--- src/rtl/seg7_pkg.sv ---
// Shared segment codes, FSM state type and the BCD correction step used by
// the seven-segment to binary converter.
package seg7_pkg;

    // Active-low gfedcba patterns.
    localparam logic [6:0] SEG_0     = 7'b1000000;
    localparam logic [6:0] SEG_1     = 7'b1111001;
    localparam logic [6:0] SEG_2     = 7'b0100100;
    localparam logic [6:0] SEG_3     = 7'b0110000;
    localparam logic [6:0] SEG_4     = 7'b0011001;
    localparam logic [6:0] SEG_5     = 7'b0010010;
    localparam logic [6:0] SEG_6     = 7'b0000010;
    localparam logic [6:0] SEG_7     = 7'b1111000;
    localparam logic [6:0] SEG_8     = 7'b0000000;
    localparam logic [6:0] SEG_9     = 7'b0011000;
    localparam logic [6:0] SEG_9_ALT = 7'b0010000;
    localparam logic [6:0] SEG_BLANK = 7'b1111111;

    typedef enum logic [1:0] {
        S_IDLE,
        S_DECODE,
        S_SHIFT,
        S_DONE
    } s2b_state_t;

    // Reverse double-dabble correction: only applied at >= 8, so it cannot wrap.
    function automatic logic [3:0] dd_adjust(input logic [3:0] nib);
        return (nib >= 4'd8) ? (nib - 4'd3) : nib;
    endfunction

endpackage

--- src/rtl/seg7_decode.sv ---
// Combinational decode of one active-low seven-segment pattern to a BCD digit.
module seg7_decode
    import seg7_pkg::*;
(
    input  logic [6:0] seg,
    output logic [3:0] digit,
    output logic       valid
);

    always_comb begin
        digit = 4'd0;
        valid = 1'b1;
        case (seg)
            SEG_0, SEG_BLANK: digit = 4'd0;
            SEG_1:            digit = 4'd1;
            SEG_2:            digit = 4'd2;
            SEG_3:            digit = 4'd3;
            SEG_4:            digit = 4'd4;
            SEG_5:            digit = 4'd5;
            SEG_6:            digit = 4'd6;
            SEG_7:            digit = 4'd7;
            SEG_8:            digit = 4'd8;
            SEG_9, SEG_9_ALT: digit = 4'd9;
            default:          valid = 1'b0;
        endcase
    end

endmodule

--- src/rtl/seg7_to_binary.sv ---
// Converts NDIG seven-segment patterns to an unsigned binary value: parallel
// segment decode to BCD, then BIN_W cycles of reverse double-dabble.
//
// state    | meaning
// S_IDLE   | ready for a new word, seg_in captured on in_valid
// S_DECODE | decode captured patterns, load shift register or flag error
// S_SHIFT  | one right shift plus nibble correction per cycle, BIN_W cycles
// S_DONE   | result presented, held until out_ready
module seg7_to_binary
    import seg7_pkg::*;
#(
    parameter int NDIG  = 3,
    parameter int BIN_W = 10
) (
    input  logic              clk,
    input  logic              rst_n,
    input  logic              in_valid,
    output logic              in_ready,
    input  logic [NDIG*7-1:0] seg_in,
    output logic              out_valid,
    input  logic              out_ready,
    output logic [BIN_W-1:0]  bin_out,
    output logic              err
);

    localparam int BCD_W = NDIG * 4;
    localparam int SR_W  = BCD_W + BIN_W;
    localparam int CNT_W = $clog2(BIN_W + 1);

    s2b_state_t        state;
    s2b_state_t        state_nxt;
    logic [NDIG*7-1:0] seg_q;
    logic [SR_W-1:0]   sr;
    logic [SR_W-1:0]   sr_shift;
    logic [SR_W-1:0]   sr_adj;
    logic [CNT_W-1:0]  cnt;
    logic [BIN_W-1:0]  bin_q;
    logic              err_q;
    logic [BCD_W-1:0]  bcd_all;
    logic [NDIG-1:0]   dig_ok;
    logic              all_ok;
    logic              last_shift;

    for (genvar g = 0; g < NDIG; g++) begin : g_dec
        seg7_decode u_dec (
            .seg   (seg_q[g*7 +: 7]),
            .digit (bcd_all[g*4 +: 4]),
            .valid (dig_ok[g])
        );
    end

    assign all_ok     = &dig_ok;
    assign last_shift = (cnt == CNT_W'(BIN_W - 1));

    // BCD sits above the binary field; each shift moves the BCD lsb into the binary msb.
    always_comb begin
        sr_shift = sr >> 1;
        sr_adj   = sr_shift;
        for (int i = 0; i < NDIG; i++) begin
            sr_adj[BIN_W + 4*i +: 4] = dd_adjust(sr_shift[BIN_W + 4*i +: 4]);
        end
    end

    always_ff @(posedge clk) begin
        if (!rst_n) begin
            state <= S_IDLE;
        end else begin
            state <= state_nxt;
        end
    end

    always_comb begin
        state_nxt = state;
        in_ready  = 1'b0;
        out_valid = 1'b0;
        case (state)
            S_IDLE: begin
                in_ready = 1'b1;
                if (in_valid) begin
                    state_nxt = S_DECODE;
                end
            end
            S_DECODE: begin
                state_nxt = all_ok ? S_SHIFT : S_DONE;
            end
            S_SHIFT: begin
                if (last_shift) begin
                    state_nxt = S_DONE;
                end
            end
            S_DONE: begin
                out_valid = 1'b1;
                if (out_ready) begin
                    state_nxt = S_IDLE;
                end
            end
            default: state_nxt = S_IDLE;
        endcase
    end

    always_ff @(posedge clk) begin
        if (!rst_n) begin
            seg_q <= '0;
            sr    <= '0;
            cnt   <= '0;
            bin_q <= '0;
            err_q <= 1'b0;
        end else begin
            case (state)
                S_IDLE: begin
                    if (in_valid) begin
                        seg_q <= seg_in;
                    end
                end
                S_DECODE: begin
                    if (all_ok) begin
                        sr    <= {bcd_all, {BIN_W{1'b0}}};
                        cnt   <= '0;
                        err_q <= 1'b0;
                    end else begin
                        err_q <= 1'b1;
                        bin_q <= '0;
                    end
                end
                S_SHIFT: begin
                    sr  <= sr_adj;
                    cnt <= cnt + CNT_W'(1);
                    if (last_shift) begin
                        bin_q <= sr_adj[BIN_W-1:0];
                    end
                end
                default: ;
            endcase
        end
    end

    assign bin_out = bin_q;
    assign err     = err_q;

endmodule

--- config.mk ---
export PLATFORM = sky130hd
export DESIGN_NAME = seg7_to_binary
export DESIGN_NICKNAME = d
export VERILOG_FILES = /design/src/rtl/seg7_pkg.sv /design/src/rtl/seg7_decode.sv /design/src/rtl/seg7_to_binary.sv
export SDC_FILE = /design/constraint.sdc
export NUM_CORES = 1
export LEC_CHECK = 0
export BUFFER_PORTS_ARGS = -buffer_cell sky130_fd_sc_hd__buf_2
export CAP_MARGIN = 20
export CORE_ASPECT_RATIO = 0.75
export CORE_MARGIN = 1
export CORE_UTILIZATION = 58
export CTS_CLUSTER_SIZE = 40
export DETAILED_ROUTE_END_ITERATION = 16
export HOLD_SLACK_MARGIN = 0.02
export MAX_ROUTING_LAYER = met4
export PLACE_DENSITY = 0.79
export SLEW_MARGIN = 20
export SYNTH_ARGS = -nofsm -noshare
export SYNTH_HDL_FRONTEND = slang
export SYNTH_SLANG_ARGS = --single-unit
--- constraint.sdc ---
create_clock -name clk -period 3.25 [get_ports clk]
set_input_delay 0.325 -clock clk [delete_from_list [all_inputs] [get_ports clk]]
set_output_delay 0.325 -clock clk [all_outputs]
set_load 0.1 [all_outputs]
# After elaboration in Yosys (flattened, before gate mapping)
# Cells that the tools add are included.
[word_totals]
ff_bits = 60
latch_bits = 0
ram_bits = 0
romBits = 0
in_bits = 25
out_inout_bits = 13
wordCells = 95
mem_count = 0
[classes]
n_addsub = 4
mul = 0
n_div = 0
n_lt_le_gt_ge = 3
n_eq_ne = 42
shift = 0
muxes = 24
bitwise_logic = 0
reduce_logical = 16
[ops]
columns = ["op", "n"]
rows = [
  ["4-bit case mux with 9 select lines", 3],
  ["7-bit by 5-bit == test with 1-bit output (second input constant)", 12],
  ["7-bit == test (second input constant)", 12],
  ["22-bit case mux with 2 select lines", 1],
  ["7-bit by 6-bit == test with 1-bit output (second input constant)", 6],
  ["12-bit OR reduction", 3],
  ["22-bit two-way mux", 1],
  ["7-bit by 2-bit == test with 1-bit output (second input constant)", 3],
  ["7-bit logical NOT", 3],
  ["10-bit two-way mux", 2],
  ["10-bit case mux with 2 select lines", 1],
  ["4-bit two-way mux", 4],
  ["2-bit != test (second input constant)", 5],
  ["3-bit AND reduction", 3],
  ["4-bit >= comparator (second input constant)", 2],
  ["2-bit case mux with 4 select lines", 1],
  ["4-bit case mux with 2 select lines", 1],
  ["4-bit by 2-bit subtractor with 4-bit output (second input constant)", 2],
  ["1-bit two-way mux", 7],
  ["2-bit two-way mux", 3],
  ["2-bit OR reduction", 3],
  ["4-bit by 1-bit adder with 4-bit output (second input constant)", 1],
  ["2-bit == test (second input constant)", 2],
  ["4-bit == test (second input constant)", 1],
  ["other kinds (6)", 7],
]

# Longest topological paths before layout
# Gate-level depths: netlist (run 1).
[depth]
word_depth = 6
depth_mapped = 9
ltp_nobuf = 8

# Cells and area by module
# Synthesis (run 1) repeated with hierarchy kept, for this count alone.
[unflattened]
hier_cells = 411
hier_area_um2 = 3301.9
[modules_own_cells]
columns = ["mod", "instances", "cells_each", "area_each_um2", "seq_area_each_um2"]
rows = [
  ["seg7_to_binary", 1, 297, 2622.5, 1181.1],
  ["seg7_decode", 3, 38, 226.5, 0.0],
]

# Least setup slack after synthesis (run 1)
# No wires, ideal clock.
[synth_path]
kind = "register to register"
startpoint = "register seg_q[0]"
endpoint = "register sr[21]"
setup_ns = 0.086
t_arrival_ns = 2.273
required_ns = 3.164
slack_ns = 0.892
path_stages_with_launch = 9
n_path_buf = 2
synth_period_minus_slack_ns = 2.358
path_cell_list = "dfxtp_1 buf_6 or3b_1 a2111oi_4 a211oi_1 a221oi_2 buf_6 mux2_2 a211oi_1"
[synth_via]
elab_chain_len = 6
elab_cells_between_ends = 17
cone_classes = "eq/ne (12); mux (1); reduce/logical (4)"
[synth_rtl]
columns = ["element", "line", "text"]
rows = [
  ["start, declared", "seg7_to_binary.sv:32", "logic [NDIG*7-1:0] seg_q;"],
  ["start signal, assigned", "seg7_to_binary.sv:112", "seg_q <= seg_in;"],
  ["7-bit == test (tied with other cells)", "seg7_decode.sv:13", "case (seg)"],
  ["12-bit OR reduction (no line) (*)", "-", ""],
  ["1-bit two-way mux (*)", "seg7_decode.sv:13", ""],
  ["3-bit AND reduction (*)", "seg7_to_binary.sv:52", "assign all_ok = &dig_ok;"],
  ["2-bit != test (no line) (*)", "-", ""],
  ["2-bit AND reduction (no line) (*)", "-", ""],
  ["end signal, assigned", "seg7_to_binary.sv:117", "sr <= {bcd_all, {BIN_W{1'b0}}};"],
  ["end signal, assigned", "seg7_to_binary.sv:126", "sr <= sr_adj;"],
  ["end, declared", "seg7_to_binary.sv:33", "logic [SR_W-1:0] sr;"],
]
# Mark *: on every way between the ends. The rest lies on a longest branch, timed or not.
# A chain may end at the register's enable or synchronous reset.

# Final worst setup path (run 1)
[layout_path]
startpoint = "register seg_q[1]"
endpoint = "register sr[7]"
# The elaborated chain is that of the path after synthesis.

==> results.tsv, run 1 <==
stage	metric	value	unit
cts	cts_root_buf	clkbuf_8	
critical_path	cp_slowest_cell	dfxtp_1	
final_layout	drive_above_1_share	0.162	
die	die_x	89.5	um
pwr	p_comb_frac	0.415	
route	vias_per_cell	5.94	
pwr	switching_share	0.415	
yosys	synth_seq_cells	59	
timing	min_period	2720	ps
pwr	seqPwrFrac	0.336	
yosys	ys_seq_area_frac	0.355	
worst_hold_path	hp-start	seg_in[2]	
cts	clk_path_buf_depth	2	
cts	numCtsBuffers	9	
timing	setup_viol	0	
yosys	syn_area_per_cell	8.28	um2
cts	cts_resized	0	
yosys	synth.cell_area	3330	um2
timing	drv_slew	0	
critical_path	path_delay_family	compound AO/OA/AOI/OAI gates	
yosys	syn_inst	402	
route	wl_per_cell	14.2	um
final_layout	fin_cells	500	
global_routing	grt_usage	0.264	
cts	cts_hold_buf	0	
critical_path	crit_path_start_kind	register	
place	io_buffers	37	
pwr	pwr_density_cell	825	nW/um2
place	dp_cells	484	
cts	htree_levels	3	
timing	worstMarginPinSlew	996	ps
yosys	yosys-top-cells-area	dfxtp_1 35%, nand2_1 8.3%, a21oi_1 5.1%	
route	vias	2969	
critical_path	arrival	2950	ps
pwr	internal_power	1780	uW
critical_path	crit_top_cell	buf_4	
die	io_pins	38	
yosys	synth_top_area_cell	dfxtp_1	
pwr	p_leak	0.00145	uW
yosys	synth_top_area_frac	0.355	
critical_path	r2r_setup_slack	530	ps
die	die_area	6050	um2
critical_path	worst-path-max-fanout	20	
worst_hold_path	worstHoldPathCells	3	
timing	relSlewSlack	0.335	
critical_path	r2r_cells	8	
global_routing	grt-ovfl-total	0	
cts	path_clk_slew	70	ps
place	hpwlAfterDp	4.70	mm
final_layout	nFillCells	465	
route	ant_nets	0	
global_routing	grt_pass1_vias	2652	
cts	postCtsSetupRepairBufs	0	
critical_path	worstPathCellList	or3b_1, a2111oi_4, a211oi_1, a221oi_2, buf_4, a21oi_1, buf_4, a32o_1	
outcome	outcome	complete, no violations	
pwr	vdd_drop_max	0.406	mV
critical_path	critPathKind	reg -> reg	
critical_path	cp.required	3480	ps
timing	rsz0062_at_grt	false	
yosys	yosysUniqueCellTypes	58	
route	drt_iter0_markers	241	
yosys	async_flop_share	0	
worst_hold_path	whs_endpoint	seg_q[2]	
route	drtPass1Iterations	5	
run	cap_violations	0	
final_layout	syn_to_final_growth	11.0	%
pwr	power	3050	uW
global_routing	grt_pass1_wl	11.8	mm
yosys	synth-main-ff-cell	dfxtp_1	
final_layout	nNetsFinal	455	
die	start_util	0.612	
timing	finalSetupTns	0	ps
timing	hold_violations	0	
die	coreArea	5440	um2
pwr	power_switching	1260	uW
critical_path	cp.buffers_inverters	2	
critical_path	crit_path_end_kind	register	
global_routing	antenna_found_initial	0	
cts	clock_latency	340	ps
pwr	clock_power_share	0.249	
cts	cts_tree	yes	
die	die_h	67.6	um
route	drc	0	
global_routing	grt_start_max_net_pins	48	
timing	fin_skew	8.96	ps
worst_hold_path	hold_class	in -> reg	
route	wirelength	7.09	mm
timing	fin_crit_sh	0.836	
critical_path	r2r_start	seg_q[1]	
yosys	synth_edf_count	0	
cts	clkSinkCount	59	
final_layout	diodes	0	
yosys	ys_warn_count	0	
critical_path	r2r_end	sr[7]	
die	rows	23	
timing	fmax	368	MHz
place	gp_congestion	0.821	
critical_path	slowest_delay	510	ps
yosys	synth_nets	437	
## worst max-delay path by stage
stage | startpoint | to | slack, ps | depth (start not counted)
after floorplan | seg_q[0] | sr[21] | 890 | 8
after global placement | seg_q[1] | sr[5] | 660 | 8
after detailed placement | seg_q[1] | sr[7] | 580 | 8
after CTS | seg_q[1] | sr[7] | 550 | 8
after global routing | seg_q[1] | sr[1] | 410 | 8
final | seg_q[1] | sr[7] | 530 | 8
## synth_stat cells, drive strengths merged, types with 2 or more instances
cell type  count
nand2         74
dfxtp         59
a21oi         34
clkbuf        26
mux2i         17
nand3         17
a211oi        15
inv           15
buf           10
ha            10
a32o           9
nor2           9
nor3           8
nand2b         6
o21ai          6
or3            6
xnor2          6
nor2b          5
o211ai         5
o311ai         5
xor2           5
a31oi          4
and3           4
nor4           4
a2111oi        3
a21o           3
nand3b         3
nor4b          3
or3b           3
a221oi         2
a41oi          2
and2           2
and4           2
maj3           2
nand4b         2
o211a          2
## cell type report
| type | count | area (um2) | share of cell area |
|---|---|---|---|
| clock buffer | 10 | 138 | 0.0373 |
| clock inverter | 6 | 88.8 | 0.0240 |
| inverter | 15 | 56.3 | 0.0152 |
| multi-input combinational | 292 | 1910 | 0.516 |
| sequential | 59 | 1180 | 0.320 |
| tap | 75 | 93.8 | 0.0254 |
| timing repair buffer | 43 | 230 | 0.0623 |
## routing by layer
layer,vias to the layer above,GRT usage,wire (um)
li1,1484,-,-
met1,1389,0.307,3390
met2,87,0.447,3270
met3,9,0.0844,364
met4,0,0.0655,67
met5,-,-,0
## worst reg2reg max path: cells and delay by family (launching register included)
kind,cells,cell delay (ps)
flip-flops,1,510
AO/OA/AOI/OAI,5,1170
buffers and inverters,2,500
AND/OR/NAND/NOR,1,430
## power groups by stage
stage	Sequential [uW]	Clock [uW]	Combinational (uW)
2_1_floorplan	984	0	1120
3_3_place_gp	1020	0	1220
3_5_place_dp	1030	0	1260
4_1_cts	1020	768	1270
5_1_grt	1050	807	1400
6_report	1020	759	1260
## sequential cells by signal (all words and copies together) (netlist names)
register,flops
cnt,4
err,1
seg_q,21
state,2
bin_out,10
sr,21
## stage by stage
| stage | area [um2] | setup WS [ps] | hold WS (ps) | utilization |
|---|---|---|---|---|
| floorplan | 3330 | 892 | 438 | - |
| global placement | 3470 | 665 | 439 | 0.638 |
| detailed placement | 3470 | 581 | 445 | 0.638 |
| CTS | 3690 | 545 | 212 | 0.679 |
| global route | 3690 | 406 | 207 | 0.679 |
| finish | 3690 | 532 | 216 | 0.679 |
## cell usage in the layout (no fill, tap or decap), types with 4 or more instances in the layout
master | synthesis | routed
nand2_1 | 74 | 74
dfxtp_1 | 59 | 59
buf_2 | 3 | 37
a21oi_1 | 34 | 34
nand3_1 | 17 | 17
mux2i_1 | 17 | 17
inv_1 | 15 | 15
a211oi_1 | 15 | 15
ha_1 | 10 | 10
clkbuf_8 | 0 | 10
nor2_1 | 9 | 9
a32o_1 | 9 | 9
nor3_1 | 8 | 8
nand2b_1 | 6 | 6
xnor2_1 | 6 | 6
or3_1 | 6 | 6
o21ai_0 | 6 | 6
buf_4 | 2 | 6
xor2_1 | 5 | 5
nor2b_1 | 5 | 5
o211ai_1 | 5 | 5
o311ai_0 | 5 | 5
and3_1 | 4 | 4
a31oi_1 | 4 | 4
## cell families after synthesis
| kind of cell | count (synthesis) | synth area share |
|---|---|---|
| XOR/XNOR | 11 | 0.0289 |
| multiplexers | 18 | 0.0545 |
| adder cells (fa/ha/maj) | 12 | 0.0436 |
| AO/OA/AOI/OAI | 98 | 0.216 |
| flip-flops | 59 | 0.355 |
| buffers and inverters | 51 | 0.0725 |
| AND/OR/NAND/NOR | 153 | 0.229 |
Power figures use the tool's default switching activity.
==> run 2, diff against run 1 <==
clock period = 2.75 ns   (was 3.25 ns; I/O delays follow)
==> run 2 against run 1 <==
Net effect:
- total power increased by 17%
- combinational power up 25%
- sequential cell count stayed put
- count of clock-buffer cells in the layout decreased by 1
- clock power rose by 6.5%
- maximum frequency increased by 5.3%
- sequential share of layout area shrank 0.14 points
- design area increased by 0.44%
- die area is the same
- critical path type unchanged
- largest power group unchanged
==> results.tsv, run 2 (synthesis results as in run 1) <==
stage	metric	value	unit
outcome	outcome	complete, no violations	
cts	cts_hold_buf	0	
timing	hold_violations	0	
critical_path	cp_slowest_cell	or3b_1	
critical_path	r2r_start	seg_q[0]	
global_routing	grt_pass1_vias	2576	
pwr	clock_power_share	0.226	
global_routing	grt_usage	0.266	
route	vias_per_cell	5.90	
final_layout	mostFrequentLayoutCell	nand2_1	
route	wl_per_cell	14.4	um
critical_path	cp.required	2990	ps
final_layout	nNetsFinal	459	
global_routing	grt_start_max_net_pins	47	
place	hpwlAfterDp	4.77	mm
critical_path	slowest_delay	450	ps
timing	setup_viol	0	
global_routing	grt_pass1_wl	11.8	mm
critical_path	arrival	2820	ps
die	coreArea	5440	um2
critical_path	crit_path_end_kind	register	
die	rows	23	
pwr	p_leak	0.00146	uW
route	drtPass1Iterations	4	
pwr	switching_share	0.429	
route	vias	2976	
route	ant_nets	0	
timing	fin_crit_sh	0.939	
route	drt_iter0_markers	240	
critical_path	cp.buffers_inverters	2	
cts	postCtsSetupRepairBufs	0	
cts	cts_resized	0	
critical_path	crit_path_start_kind	register	
cts	numCtsBuffers	9	
critical_path	critical_path.startpoint	seg_q[0]	
cts	cts_root_buf	clkbuf_8	
global_routing	antenna_found_initial	0	
timing	finalSetupTns	0	ps
die	start_util	0.612	
timing	fin_skew	13.1	ps
cts	clock_latency	350	ps
run	cap_violations	0	
place	gp_congestion	0.896	
pwr	power_switching	1540	uW
die	die_x	89.5	um
die	io_pins	38	
cts	cts_tree	yes	
critical_path	critPathKind	reg -> reg	
timing	relSlewSlack	0.323	
critical_path	worstPathCellList	or3b_1, a2111oi_4, a211oi_1, a221oi_2, buf_12, a21oi_1, buf_4, a32o_1	
die	die_area	6050	um2
die	die_h	67.6	um
cts	path_clk_slew	70	ps
final_layout	fin_cells	504	
final_layout	syn_to_final_growth	11.5	%
pwr	seqPwrFrac	0.337	
final_layout	diodes	0	
place	dp_cells	488	
route	wirelength	7.24	mm
pwr	vdd_drop_max	0.475	mV
timing	rsz0062_at_grt	false	
pwr	pwr_density_cell	964	nW/um2
critical_path	worst-path-max-fanout	20	
cts	clkSinkCount	59	
worst_hold_path	hp-start	seg_in[19]	
pwr	internal_power	2040	uW
cts	htree_levels	3	
final_layout	drive_above_1_share	0.170	
cts	clk_path_buf_depth	2	
place	io_buffers	37	
pwr	p_comb_frac	0.437	
timing	fmax	387	MHz
timing	worstMarginPinSlew	1010	ps
timing	min_period	2580	ps
route	drc	0	
global_routing	grt-ovfl-total	0	
critical_path	path_delay_family	compound AO/OA/AOI/OAI gates	
worst_hold_path	hold_class	in -> reg	
timing	drv_slew	0	
final_layout	layout_common_cells	74 x nand2_1, 59 x dfxtp_1, 37 x buf_2, 34 x a21oi_1	
## run 2: cell count changes in the layout (fill, tap and decap cells not counted), sizes merged
| cell | delta |
|---|---|
| inv | +1 |
| clkbuf | -1 |
| buf | +4 |
| bufinv | -1 |
| clkinv | +1 |
## run 2: through the flow
| step | utilization | setup WS [ps] | power [uW] | hold WS (ps) | cell area [um2] |
|---|---|---|---|---|---|
| after floorplan | - | 392 | 2490 | 411 | 3330 |
| after global placement | 0.646 | 269 | 2720 | 440 | 3510 |
| after detailed placement | 0.646 | 210 | 2760 | 447 | 3510 |
| after CTS | 0.682 | 175 | 3580 | 150 | 3710 |
| after global routing | 0.682 | 2.08 | 3800 | 153 | 3710 |
| final | 0.682 | 168 | 3580 | 161 | 3710 |
## run 2: tightest hold or removal path, cell delays in order
cell	delay, ps
buf_2	90
nand2_1	40
a21oi_1	50
## run 2: final timing paths
path / to / slack (ps) / cells past startpoint
hold / removal: seg_q[19] / 160 / 3
setup / recovery: sr[1] / 170 / 8
setup reg to reg: sr[1] / 170 / 8
hold reg to reg: bin_out[5] / 460 / 2
## run 2: final cells by class
type | instances | area (um2)
Multi-Input combinational cell | 292 | 1910
Fill cell | 442 | 1730
Sequential cell | 59 | 1180
Timing Repair Buffer | 47 | 273
Clock buffer | 9 | 124
Tap cell | 75 | 93.8
Clock inverter | 7 | 76.3
Inverter | 15 | 56.3
## run 2: layer usage
layer | GRT usage | part of all wire | vias up
li1 | - | - | 1491
met1 | 0.343 | 0.50 | 1411
met2 | 0.406 | 0.45 | 65
met3 | 0.0709 | 0.043 | 9
met4 | 0.0873 | 0.012 | 0
met5 | - | 0 | -
## run 2: power groups by stage
| stage | registers, uW | logic (uW) | clock network [uW] |
|---|---|---|---|
| 6_report | 1210 | 1570 | 808 |
| 4_1_cts | 1200 | 1560 | 819 |
| 3_5_place_dp | 1220 | 1540 | 0 |
| 5_1_grt | 1240 | 1710 | 855 |
| 2_1_floorplan | 1160 | 1330 | 0 |
| 3_3_place_gp | 1200 | 1510 | 0 |
